--- src/rtl/cursor_input_ctrl.sv ---
`default_nettype none
// ============================================================================
// Module   : cursor_input_ctrl
// Purpose  : Front end for the five-in-a-row board datapath. Conditions the
//            raw active-low pushbuttons (2-flop sync + debounce), moves the
//            cursor with auto-repeat, and sequences the put / gap /
//            turn_control strobes for each accepted placement. Placements on
//            occupied cells or after a win are refused.
// Ports    : clock        - system clock, all state rises on it
//            resetn       - asynchronous active-low reset
//            key_n[4:0]   - raw buttons, active low: up, down, left, right, place
//            cell_state   - board contents at coordi (00 = empty)
//            game_over    - winner reported by the board check
//            coordi[7:0]  - cursor, row in [7:4], column in [3:0]
//            put          - datapath write strobe
//            turn_control - datapath colour-toggle strobe
//            busy         - place sequencer not idle
//            reject       - one-cycle pulse on a refused placement
//            move_count   - accepted placements, saturating at 256
// Revision : 1.0 - initial release
// ============================================================================
module cursor_input_ctrl #(
  parameter int DB_CYCLES     = 500000,
  parameter int REPEAT_START  = 25000000,
  parameter int REPEAT_PERIOD = 10000000,
  parameter int PULSE_CYCLES  = 4
) (
  input  logic       clock,
  input  logic       resetn,
  input  logic [4:0] key_n,
  input  logic [1:0] cell_state,
  input  logic       game_over,
  output logic [7:0] coordi,
  output logic       put,
  output logic       turn_control,
  output logic       busy,
  output logic       reject,
  output logic [8:0] move_count
);

  localparam int c_DB_W    = (DB_CYCLES > 1) ? $clog2(DB_CYCLES) : 1;
  localparam int c_REP_MAX = (REPEAT_START > REPEAT_PERIOD) ? REPEAT_START : REPEAT_PERIOD;
  localparam int c_REP_W   = $clog2(c_REP_MAX + 1);
  localparam int c_P_W     = (PULSE_CYCLES > 1) ? $clog2(PULSE_CYCLES) : 1;

  localparam logic [c_DB_W-1:0]  c_DB_LAST   = c_DB_W'(DB_CYCLES - 1);
  localparam logic [c_REP_W-1:0] c_REP_START = c_REP_W'(REPEAT_START);
  localparam logic [c_REP_W-1:0] c_REP_PER   = c_REP_W'(REPEAT_PERIOD);
  localparam logic [c_P_W-1:0]   c_P_LAST    = c_P_W'(PULSE_CYCLES - 1);
  localparam logic [8:0]         c_MOVE_MAX  = 9'd256;

  // Debounced levels (1 = pressed) and one-cycle press events per key
  logic [4:0] w_pressed;
  logic [4:0] w_press_evt;
  // Press or auto-repeat events for the four direction keys
  logic [3:0] w_dir_evt;

  // --------------------------------------------------------------------------
  // Synchronizer and debounce, one instance per key
  // --------------------------------------------------------------------------
  for (genvar i = 0; i < 5; i++) begin : g_key
    logic              r_sync1;
    logic              r_sync2;
    logic [c_DB_W-1:0] r_db_cnt;
    logic              r_level;
    logic              r_evt;

    always_ff @(posedge clock or negedge resetn) begin
      if (!resetn) begin
        r_sync1  <= 1'b1;
        r_sync2  <= 1'b1;
        r_db_cnt <= '0;
        r_level  <= 1'b0;
        r_evt    <= 1'b0;
      end else begin
        r_sync1 <= key_n[i];
        r_sync2 <= r_sync1;
        r_evt   <= 1'b0;
        if (~r_sync2 == r_level) begin
          // Any sample agreeing with the accepted level restarts the count
          r_db_cnt <= '0;
        end else if (r_db_cnt == c_DB_LAST) begin
          r_db_cnt <= '0;
          r_level  <= ~r_level;
          r_evt    <= ~r_level;  // event only on released -> pressed
        end else begin
          r_db_cnt <= r_db_cnt + 1'b1;
        end
      end
    end

    assign w_pressed[i]   = r_level;
    assign w_press_evt[i] = r_evt;
  end

  // --------------------------------------------------------------------------
  // Auto-repeat for the direction keys. The counter holds the number of cycles
  // since the last event (press or repeat); it is 0 in the press-event cycle.
  // --------------------------------------------------------------------------
  for (genvar i = 0; i < 4; i++) begin : g_rep
    logic [c_REP_W-1:0] r_rep_cnt;
    logic               r_rep_started;
    logic               w_rep_fire;

    assign w_rep_fire   = w_pressed[i] &&
                          (r_rep_cnt == (r_rep_started ? c_REP_PER : c_REP_START));
    assign w_dir_evt[i] = w_press_evt[i] | w_rep_fire;

    always_ff @(posedge clock or negedge resetn) begin
      if (!resetn) begin
        r_rep_cnt     <= '0;
        r_rep_started <= 1'b0;
      end else if (!w_pressed[i]) begin
        r_rep_cnt     <= '0;
        r_rep_started <= 1'b0;
      end else if (w_rep_fire) begin
        r_rep_cnt     <= c_REP_W'(1);
        r_rep_started <= 1'b1;
      end else begin
        r_rep_cnt <= r_rep_cnt + 1'b1;
      end
    end
  end

  // --------------------------------------------------------------------------
  // Next cursor position; opposing keys in the same cycle cancel per axis
  // --------------------------------------------------------------------------
  typedef enum logic [2:0] {
    S_IDLE  = 3'd0,
    S_CHECK = 3'd1,
    S_PUT   = 3'd2,
    S_GAP   = 3'd3,
    S_TURN  = 3'd4
  } state_t;

  state_t           r_state;
  logic [7:0]       r_coordi;
  logic             r_put;
  logic             r_turn;
  logic             r_busy;
  logic             r_reject;
  logic [8:0]       r_move_count;
  logic [c_P_W-1:0] r_phase_cnt;

  logic [3:0] w_row_next;
  logic [3:0] w_col_next;

  always_comb begin
    w_row_next = r_coordi[7:4];
    w_col_next = r_coordi[3:0];
    if (w_dir_evt[0] && !w_dir_evt[1]) w_row_next = r_coordi[7:4] - 4'd1;
    if (w_dir_evt[1] && !w_dir_evt[0]) w_row_next = r_coordi[7:4] + 4'd1;
    if (w_dir_evt[2] && !w_dir_evt[3]) w_col_next = r_coordi[3:0] - 4'd1;
    if (w_dir_evt[3] && !w_dir_evt[2]) w_col_next = r_coordi[3:0] + 4'd1;
  end

  // --------------------------------------------------------------------------
  // Place sequencer. Strobes are driven straight from flops and only one of
  // put / turn_control can be set in any state, so they never overlap.
  // --------------------------------------------------------------------------
  always_ff @(posedge clock or negedge resetn) begin
    if (!resetn) begin
      r_state      <= S_IDLE;
      r_coordi     <= 8'h77;
      r_put        <= 1'b0;
      r_turn       <= 1'b0;
      r_busy       <= 1'b0;
      r_reject     <= 1'b0;
      r_move_count <= '0;
      r_phase_cnt  <= '0;
    end else begin
      r_reject <= 1'b0;
      case (r_state)
        S_IDLE: begin
          r_coordi <= {w_row_next, w_col_next};
          if (w_press_evt[4]) begin
            r_state <= S_CHECK;
            r_busy  <= 1'b1;
          end
        end
        S_CHECK: begin
          r_phase_cnt <= '0;
          if ((cell_state != 2'b00) || game_over) begin
            r_reject <= 1'b1;
            r_busy   <= 1'b0;
            r_state  <= S_IDLE;
          end else begin
            r_put   <= 1'b1;
            r_state <= S_PUT;
          end
        end
        S_PUT: begin
          if (r_phase_cnt == c_P_LAST) begin
            r_phase_cnt <= '0;
            r_put       <= 1'b0;
            r_state     <= S_GAP;
            if (r_move_count != c_MOVE_MAX) r_move_count <= r_move_count + 1'b1;
          end else begin
            r_phase_cnt <= r_phase_cnt + 1'b1;
          end
        end
        S_GAP: begin
          if (r_phase_cnt == c_P_LAST) begin
            r_phase_cnt <= '0;
            r_turn      <= 1'b1;
            r_state     <= S_TURN;
          end else begin
            r_phase_cnt <= r_phase_cnt + 1'b1;
          end
        end
        S_TURN: begin
          if (r_phase_cnt == c_P_LAST) begin
            r_phase_cnt <= '0;
            r_turn      <= 1'b0;
            r_busy      <= 1'b0;
            r_state     <= S_IDLE;
          end else begin
            r_phase_cnt <= r_phase_cnt + 1'b1;
          end
        end
        default: begin
          r_state     <= S_IDLE;
          r_put       <= 1'b0;
          r_turn      <= 1'b0;
          r_busy      <= 1'b0;
          r_phase_cnt <= '0;
        end
      endcase
    end
  end

  assign coordi       = r_coordi;
  assign put          = r_put;
  assign turn_control = r_turn;
  assign busy         = r_busy;
  assign reject       = r_reject;
  assign move_count   = r_move_count;

endmodule
`default_nettype wire

--- config.mk ---
export PLATFORM = sky130hd
export DESIGN_NAME = cursor_input_ctrl
export DESIGN_NICKNAME = d
export VERILOG_FILES = /design/src/rtl/cursor_input_ctrl.sv
export SDC_FILE = /design/constraint.sdc
export NUM_CORES = 1
export LEC_CHECK = 0
export ABC_AREA = 1
export CORE_ASPECT_RATIO = 1.4
export CORE_UTILIZATION = 61
export CTS_CLUSTER_DIAMETER = 200
export DETAILED_ROUTE_END_ITERATION = 10
export PLACE_DENSITY = 0.78
export SLEW_MARGIN = 20
export SYNTH_ARGS = -nofsm -noshare
export SYNTH_HDL_FRONTEND = slang
export SYNTH_SLANG_ARGS = --single-unit
--- constraint.sdc ---
create_clock -name clock -period 3.1 [get_ports clock]
set_input_delay 0.62 -clock clock [delete_from_list [all_inputs] [get_ports clock]]
set_output_delay 0.62 -clock clock [all_outputs]
set_load 0.05 [all_outputs]
==> flow_metrics.tcl, run 1 <==
set metrics [dict create \
    multi_input_area_um2 6653 \
    fmax_mhz 384.0 \
    dieArea_um2 23100 \
    status "finished clean" \
    drt-total-wl_um 29130 \
    vias 11380 \
    synth-main-ff-cell "dfrtp_1" \
    die_x_um 128.7 \
    yosys_register_bits 245 \
    cts_hold_buf 0 \
    powerDensity_nw_per_um2 429.8 \
    post-synth-top-count-cell "nand2_1" \
    drive_gt1_share_pct 8.406 \
    cts_buffers 25 \
    grt_pass1_vias 11570 \
    viasPerCell 5.317 \
    cts_sinks 245 \
    clk_pin_slew_ps 70 \
    synth_top_area_cell "dfrtp_1" \
    io_buffers 30 \
    place_congestion 0.9547 \
    num-nets-final 1859 \
    cts_buffer_depth 3 \
    cts_resized 0 \
    cts_setup_buffers 0 \
    netlist_top_cells_area "dfrtp_1 (42%), nand2_1 (11%), nor2_1 (10%)" \
    synth_top_area_share_pct 41.78 \
    drtPass1Iterations 5 \
    hold_viol_final 0 \
    postLayoutCoreUtil_pct 69.51 \
    drc 0 \
    drtIter0Drc 656 \
    slew_violations 0 \
    async_flop_share_pct 100.0 \
    rsz0062_at_grt "no" \
    crit_fanout 7 \
    min_period_ps 2604 \
    overflow 0 \
    start_kind "flop" \
    synth_cell_types 47 \
    worstSetupEndpointType "flop" \
    synth_warnings 0 \
    synth_edf_count 0 \
    grt_max_degree 101 \
    path_cells "o21ai_0 > nand2_1 > nor2_1 > nand3_4 > o21bai_1 > ha_1 > inv_1 > ha_1 > a21oi_1 > nand2_1 > xor2_1 > nand2_1 > nand2_1" \
    regArea_um2 6151 \
    grt_pass1_wl_um 51240 \
    setup_violations 0 \
    die_h_um 179.4 \
    path_class "flop to flop" \
    core_region_area_um2 21940 \
    fin_hold_ws_ps 102.0 \
    cp_slowest_stage_delay_ps 430 \
    crit_required_ps 3540 \
    peakVddDrop_mv 0.5232 \
    num_rows 64 \
    n_antenna_cell 0 \
    ant_nets 0 \
    wl_per_cell_um 13.60 \
    finClkSkew_ps 28.99 \
    dp_slack_ps 512.7 \
    avgSynthCellArea_um2 7.745 \
    min_path_type "input port to async pin" \
    synth.cells.most_frequent "nand2_1 (398), nor2_1 (366), dfrtp_1 (229)" \
    power_leakage_nw 6.440 \
    fin_crit_sh_pct 84.00 \
    finalSetupTns_ps 0 \
    cpMostUsedCell "nand2_1" \
    tightest_slew_ps 746.8 \
    tritoncts "yes" \
    finalWorstSetupSlack_ps 495.9 \
    cp_slowest_cell "dfrtp_1" \
    clock-root-buffer "clkbuf_16" \
    synthesis.area_um2 13720 \
    syn_nets 1805 \
    worstPathArrival_ps 3040 \
    design_power_total_mw 6.556 \
    syn_inst 1771 \
    areaGrowthSynthToFinish_pct 11.20 \
    max-cap-violations 0 \
    ios 31 \
    fillerInstances 1886 \
    cts_max_level 1 \
    slew_headroom_pct 50.21 \
    synth-seq-area-share_pct 44.85 \
    clock_latency_ps 540 \
    start_util_pct 62.51 \
    antenna_found_initial 0 \
    grt_usage_pct 26.68 \
    r2r_cells 13 \
    hpwl_um 21570 \
]
sequential cells by signal (all words and copies together) (netlist names):
| signal | flops |
|---|---|
| g_key.r_level | 5 |
| busy | 1 |
| move_count | 9 |
| g_key.r_sync1 | 5 |
| g_rep.r_rep_cnt | 100 |
| g_key.r_sync2 | 5 |
| reject | 1 |
| coordi | 8 |
| put | 1 |
| g_key.r_db_cnt | 95 |
| g_rep.r_rep_started | 4 |
| r_state | 3 |
| g_key.r_evt | 5 |
| turn_control | 1 |
| r_phase_cnt | 2 |
cells by family (layout without fill, tap and decap cells):
family	count (synthesis)	after routing	share of synthesized area, %
fa+ha+maj	24	24	2.299
buf+inv	231	304	6.650
xor+xnor	118	118	7.781
flops	245	245	44.85
compound gates	92	92	3.786
simple gates	1061	1061	34.64
per-layer routing:
layer | global-route usage (%) | up-vias | wire, um
met5 | 0 | - | 0
li1 | - | 5701 | -
met4 | 8.894 | 0 | 790
met2 | 47.87 | 211 | 15150
met3 | 3.185 | 64 | 925
met1 | 32.89 | 5408 | 12260
report_power, final:
part	total [mW]	switching [mW]	internal, mW
sequential	3.24	0.0176	3.22
clock	3.17	1.31	1.86
combinational	0.144	0.105	0.0391
cell type report:
class | count | area share (%)
Clock buffer | 30 | 4.290
Clock inverter | 16 | 1.354
Inverter | 220 | 5.414
Multi-Input combinational cell | 1295 | 43.62
Sequential cell | 245 | 40.33
Tap cell | 297 | 2.436
Timing Repair Buffer | 38 | 2.559
cells in the final DEF (no fill, tap or decap), types with 3 or more instances in the layout:
master / n
xnor2_1: 22
ha_1: 22
clkbuf_1: 4
buf_4: 6
inv_6: 3
clkdlybuf4s50_1: 29
nor3b_1: 8
nand2_4: 4
nand2_2: 18
a21oi_1: 32
clkinv_2: 5
o21bai_1: 5
a31oi_1: 9
nor4_1: 5
dfrtp_1: 229
nor2_2: 21
o21ai_1: 7
nand4_1: 48
nand3_1: 94
nor3_1: 60
dfstp_2: 16
nand3b_1: 5
nor2_4: 14
nor2_1: 366
nand3_2: 6
xor2_1: 93
o21a_1: 3
inv_2: 8
nand2_1: 398
clkbuf_16: 25
a211oi_1: 5
nor3_2: 6
inv_1: 210
bufinv_16: 4
o21ai_0: 26
path summary, 6_finish.rpt:
kind / start / endpoint / slack [ps]
hold / removal: resetn / g_rep[3].r_rep_cnt[20] / 100
setup / recovery: g_rep[1].r_rep_cnt[9] / coordi[7] / 500
setup reg to reg: g_rep[1].r_rep_cnt[9] / coordi[7] / 500
max in group asynchronous: resetn / g_rep[0].r_rep_cnt[24] / 2150
min in group clock: g_key[3].r_sync1 / g_key[3].r_sync2 / 360
hold reg to reg: g_key[3].r_sync1 / g_key[3].r_sync2 / 360
per-stage QoR:
step | std cells | cell area [um^2]
after floorplan | 1771 | 13720
after global placement | 2095 | 14390
after detailed placement | 2095 | 14390
after CTS | 2141 | 15250
after global routing | 2141 | 15250
final | 2141 | 15250
worst max-delay path: cells and delay by family, from the launching register on:
family	cells	cell delay [ps]
buf+inv	1	90
xor+xnor	1	140
compound gates	3	700
fa+ha+maj	2	530
flops	1	430
simple gates	6	610
(Power assumes the default switching activity.)
==> run 2, diff against run 1 <==
--- a/config.mk
+++ b/config.mk
@@ -7,10 +7,10 @@
 export LEC_CHECK = 0
 export ABC_AREA = 1
 export CORE_ASPECT_RATIO = 1.4
-export CORE_UTILIZATION = 61
+export CORE_UTILIZATION = 57
 export CTS_CLUSTER_DIAMETER = 200
 export DETAILED_ROUTE_END_ITERATION = 10
-export PLACE_DENSITY = 0.78
+export PLACE_DENSITY = 0.76
 export SLEW_MARGIN = 20
 export SYNTH_ARGS = -nofsm -noshare
 export SYNTH_HDL_FRONTEND = slang
==> constraint.sdc (replaced) <==
create_clock -name clock -period 2.2 [get_ports clock]
set_input_delay 0.44 -clock clock [delete_from_list [all_inputs] [get_ports clock]]
set_output_delay 0.44 -clock clock [all_outputs]
set_load 0.05 [all_outputs]
==> run 2 against run 1 <==
  * The run now ends with negative setup slack left
  * Via count rose by 4.9%
  * Combinational power rose by 57%
  * Flip-flop and latch count did not move
  * Worst setup slack got worse by 520 ps
  * Largest power group unchanged
  * Highest routed layer unchanged
==> flow_metrics.tcl, run 2 (synthesis gave the netlist of run 1 again) <==
set metrics [dict create \
    cts_buffers 25 \
    grt_pass1_wl_um 53740 \
    dp_slack_ps -196.5 \
    clock_latency_ps 520 \
    num-nets-final 1994 \
    path_class "flop to flop" \
    crit_required_ps 2610 \
    worstPathArrival_ps 2630 \
    cts_buffer_depth 3 \
    slew_violations 0 \
    combinationalPowerShare_pct 2.4 \
    start_util_pct 58.48 \
    min_path_type "input port to flop" \
    areaGrowthSynthToFinish_pct 20.01 \
    n_antenna_cell 0 \
    place_congestion 0.9596 \
    final_cell_mix "nand2_1 (398), nor2_1 (362), dfrtp_1 (229)" \
    die_x_um 133.1 \
    antenna_found_initial 0 \
    core_region_area_um2 23450 \
    tightest_slew_ps 633.1 \
    grt_pass1_vias 12010 \
    finClkSkew_ps 10.55 \
    design_power_total_mw 9.243 \
    p_clk_share_pct 48.1 \
    p_switching_mw 1.935 \
    start_kind "flop" \
    wl_per_cell_um 13.67 \
    status "finished with violations" \
    ant_nets 0 \
    fmax_mhz 449.5 \
    rsz0062_at_grt "yes" \
    top_register "g_rep.r_rep_cnt" \
    die_h_um 185.5 \
    setup_violations 3 \
    num_rows 66 \
    fin_crit_sh_pct 101.1 \
    drc 0 \
    viasPerCell 5.232 \
    peakVddDrop_mv 0.7487 \
    drtIter0Drc 580 \
    overflow 0 \
    max-cap-violations 0 \
    slew_headroom_pct 57.47 \
    drtPass1Iterations 5 \
    p_int_mw 7.308 \
    tritoncts "yes" \
    drt-total-wl_um 31210 \
    grt_usage_pct 26.35 \
    dieArea_um2 24700 \
    ios 31 \
    drive_gt1_share_pct 15.98 \
    hpwl_um 23260 \
    finalWorstSetupSlack_ps -24.52 \
    swShare_pct 20.93 \
    fin_hold_ws_ps 328.2 \
    hold_viol_final 0 \
    cts_sinks 245 \
    grt_max_degree 71 \
    p_seq_share_pct 49.5 \
    powerDensity_nw_per_um2 561.5 \
    vias 11950 \
    violations "negative setup slack" \
    crit_fanout 3 \
    cts_max_level 1 \
    layout_commonest_cell "nand2_1" \
    min_period_ps 2225 \
    largest_reg_flops 100 \
    io_buffers 30 \
    clock-root-buffer "clkbuf_16" \
    worstSetupEndpointType "flop" \
    power_leakage_nw 7.248 \
    clk_pin_slew_ps 60 \
]
run 2: changes by cell type in the layout (fill, tap and decap cells not counted), sizes merged:
cell	before	now
dlygate4sd2	0	13
clkbuf	30	32
buf	9	146
clkinv	8	6
dlygate4sd3	0	1
clkdlybuf4s50	29	12
dlymetal6s2s	0	1
clkinvlp	2	3
inv	222	219
run 2: worst max-delay path, stage by stage (launching register included):
cell      delay [ps]
dfrtp_1          380
nor2_1           160
nand4_1          180
nor2_1           170
nand3_2          110
o21bai_4         160
inv_2             70
ha_4             180
inv_4             60
ha_4             200
a21oi_2          120
nand2_1           70
xor2_1           140
nand2_1           70
nand2_1           50
run 2: cell type report:
cell class	instances	area, um^2
inverters	220	830.8
well taps	306	382.9
multi-input cells	1295	6795
flip-flops and latches	245	6151
clock inverters	12	173.9
fillers	1896	6992
repair buffers	173	1435
clock buffers	32	691.9
run 2: path summary, 6_finish.rpt:
check | start | to | slack [ps] | depth (start not counted)
worst min-delay path | key_n[1] | g_key[1].r_sync1 | 330 | 1
worst min register to register | g_key[1].r_sync1 | g_key[1].r_sync2 | 350 | 0
worst max-delay path | g_rep[0].r_rep_cnt[3] | coordi[7] | -20 | 14
min in group asynchronous | resetn | g_rep[0].r_rep_cnt[23] | 480 | 2
worst max register to register | g_rep[0].r_rep_cnt[3] | coordi[7] | -20 | 14
max in group asynchronous | resetn | g_key[4].r_sync1 | 1050 | 3
run 2: power groups by stage:
| stage | combinational, mW | sequential, mW | clock [mW] |
|---|---|---|---|
| 5_1_grt | 0.263 | 4.57 | 4.72 |
| 4_1_cts | 0.237 | 4.57 | 4.54 |
| 3_3_place_gp | 0.227 | 4.65 | 0 |
| 6_report | 0.226 | 4.57 | 4.45 |
| 2_1_floorplan | 0.0684 | 4.65 | 0 |
| 3_5_place_dp | 0.233 | 4.65 | 0 |
run 2: stage by stage:
stage                     TNS [ps]  cell area [um^2]  utilization [%]  instances
after floorplan             -31.73             13750                -       1771
after global placement      -423.5             15420            65.73       2229
after detailed placement    -645.9             15420            65.73       2229
after CTS                   -383.5             16330            69.63       2276
after global routing        -741.0             16460            70.19       2283
final                       -35.14             16460            70.19       2283
run 2: per-layer routing:
layer,global-route usage [%],up-vias,part of all wire (%)
met5,0,-,0
met2,50.28,272,53
met4,11.32,0,3.8
met3,2.723,102,3.4
li1,-,5965,-
met1,29.65,5606,40
run 2: what timing repair did:
item                                    CTS  global route
resized for setup                        24            21
pin swaps                                 5            19
endpoints found under the setup margin   19             8
endpoints found under the hold margin    57             0
buffers inserted                          2             7
hold buffers                              1             0
==> run 3, diff against run 2 <==
--- a/config.mk
+++ b/config.mk
@@ -7,10 +7,11 @@
 export LEC_CHECK = 0
 export ABC_AREA = 1
 export CORE_ASPECT_RATIO = 1.4
-export CORE_UTILIZATION = 57
+export CORE_UTILIZATION = 55
 export CTS_CLUSTER_DIAMETER = 200
 export DETAILED_ROUTE_END_ITERATION = 10
-export PLACE_DENSITY = 0.76
+export GPL_ROUTABILITY_DRIVEN = 0
+export PLACE_DENSITY = 0.74
 export SLEW_MARGIN = 20
 export SYNTH_ARGS = -nofsm -noshare
 export SYNTH_HDL_FRONTEND = slang
==> run 3 against run 2 <==
  * Hold slack got worse by 14 ps
  * Non-clock buffer count fell by 9
  * Largest power group unchanged
  * Maximum frequency down 6.1%
  * First-iteration DRC count up 6.7%
  * Largest cell class unchanged
  * Flip-flop and latch count unchanged
  * Die area increased by 3.6%
  * Critical path depth rose by 3
  * The run still ends with negative setup slack left
  * Routed wire length shrank 0.88%
  * Clock power is 2% higher
==> flow_metrics.tcl, run 3 (synthesis gave the netlist of run 1 again) <==
set metrics [dict create \
    status "finished with violations" \
    violations "negative setup slack" \
    worstPathArrival_ps 2780 \
    dieArea_um2 25580 \
    clock_latency_ps 540 \
    grt_max_degree 60 \
    crit_fanout 3 \
    p_int_mw 7.342 \
    io_buffers 30 \
    areaGrowthSynthToFinish_pct 19.35 \
    cts_sinks 245 \
    min_path_type "input port to flop" \
    cp_slowest_stage_delay_ps 390 \
    finClkSkew_ps 19.52 \
    peakVddDrop_mv 0.8171 \
    ios 31 \
    p_switching_mw 1.969 \
    grt.met1_usage_pct 30.15 \
    p_seq_share_pct 49.1 \
    path_class "flop to flop" \
    p_clk_share_pct 48.7 \
    layout_commonest_cell "nand2_1" \
    top_usage_layer "met2" \
    grt_pass1_vias 11970 \
    core_region_area_um2 24590 \
    num_rows 68 \
    cts_max_level 1 \
    rsz0062_at_grt "yes" \
    crit_required_ps 2610 \
    start_kind "flop" \
    grt_pass1_wl_um 53370 \
    powerDensity_nw_per_um2 568.8 \
    drtPass1Iterations 5 \
    clk_pin_slew_ps 60 \
    combinationalPowerShare_pct 2.2 \
    cts_buffer_depth 3 \
    dp_slack_ps -174.9 \
    min_period_ps 2370 \
    die_x_um 135.5 \
    setup_violations 4 \
    largest_reg_flops 100 \
    n_antenna_cell 0 \
    clock-root-buffer "clkbuf_16" \
    finalSetupTns_ps -342.6 \
    drtIter0Drc 619 \
    postPlaceCellArea_um2 15360 \
    final_cell_mix "nand2_1 (397), nor2_1 (360), dfrtp_1 (229)" \
    top_register "g_rep.r_rep_cnt" \
    drt-total-wl_um 30940 \
    cts_buffers 25 \
    finalWorstSetupSlack_ps -170.1 \
    worstSetupEndpointType "flop" \
    max-cap-violations 0 \
    grt_usage_pct 25.27 \
    swShare_pct 21.15 \
    slew_headroom_pct 60.92 \
    design_area_um2 16370 \
    use_met2_pct 46.13 \
    ant_nets 0 \
    vias 11920 \
    die_h_um 188.9 \
    power_leakage_nw 7.199 \
    tritoncts "yes" \
    wl_per_cell_um 13.54 \
    slew_violations 0 \
    drive_gt1_share_pct 15.33 \
    hold_viol_final 0 \
    met3_usage_pct 2.999 \
    regToRegSetupSlack_ps -170 \
    fin_crit_sh_pct 107.7 \
    antenna_found_initial 0 \
    path_cells "inv_1 > ha_2 > inv_2 > nor2_2 > nand3_1 > nor2_1 > nand3_2 > o21bai_1 > inv_1 > ha_4 > inv_4 > ha_4 > a21oi_4 > nand2_1 > xor2_1 > nand2_1 > nand2_1" \
    tightest_slew_ps 581.7 \
    viasPerCell 5.215 \
    num-nets-final 1985 \
    fmax_mhz 421.9 \
    drc 0 \
    start_util_pct 55.78 \
    cpMostUsedCell "nand2_1" \
    cp_slowest_cell "dfrtp_1" \
    hpwl_um 22510 \
    overflow 0 \
]
run 3: cell count changes in the layout (fill, tap and decap cells not counted), sizes merged:
cell	before	now
clkinvlp	3	1
clkbuf	32	38
buf	146	134
clkdlybuf4s50	12	11
clkinv	6	4
dlygate4sd2	13	17
run 3: layer usage:
metal | share of wire [%] | wire length (um) | vias to the layer above
li1 | - | - | 5945
met1 | 41 | 12690 | 5632
met2 | 52 | 16200 | 262
met3 | 4.0 | 1229 | 77
met4 | 2.7 | 825 | 0
met5 | 0 | 0 | -
run 3: worst max-delay path: cells and delay by family (launching register included):
family          cells  cell delay, ps
buf+inv             4             270
compound gates      2             300
simple gates        7             580
xor+xnor            1             150
fa+ha+maj           3             560
flops               1             390
run 3: cell type report:
class / instances / area [um^2]
clock inverter: 8 / 146.4
multi-input combinational: 1295 / 6790
sequential: 245 / 6151
timing repair buffer: 164 / 1333
tap: 315 / 394.1
inverter: 220 / 830.8
clock buffer: 38 / 724.4
fill: 2023 / 8219
run 3: per-stage QoR:
step	hold WS, ps	instances	util, %	total power [mW]
3_3_place_gp	346.1	2233	62.47	4.861
6_report	314.4	2285	66.57	9.311
5_1_grt	305.7	2285	66.57	9.630
3_5_place_dp	347.2	2233	62.47	4.868
4_1_cts	298.5	2282	66.23	9.401
2_1_floorplan	144.4	1771	-	4.716
run 3: what timing repair did:
action                                  CTS  global route
hold endpoints to repair                 44             0
gates resized for setup                  30            19
buffers inserted                          2             3
hold buffers                              1             0
endpoints found under the setup margin   22             7
pin swaps                                 8            21
run 3: worst paths after layout:
check	start	endpoint	cells after the start
setup / recovery	g_rep[0].r_rep_cnt[1]	coordi[7]	17
hold / removal	key_n[4]	g_key[4].r_sync1	1
setup reg to reg	g_rep[0].r_rep_cnt[1]	coordi[7]	17
hold reg to reg	g_key[3].r_sync1	g_key[3].r_sync2	0
max in group asynchronous	resetn	g_key[2].r_db_cnt[18]	3
min in group asynchronous	resetn	g_rep[0].r_rep_cnt[23]	2
run 3: power by group through the flow:
stage,logic [mW],registers [mW],clock network (mW)
CTS,0.218,4.57,4.61
global placement,0.211,4.65,0
global route,0.245,4.57,4.81
detailed placement,0.215,4.65,0
finish,0.208,4.57,4.53
floorplan,0.0684,4.65,0
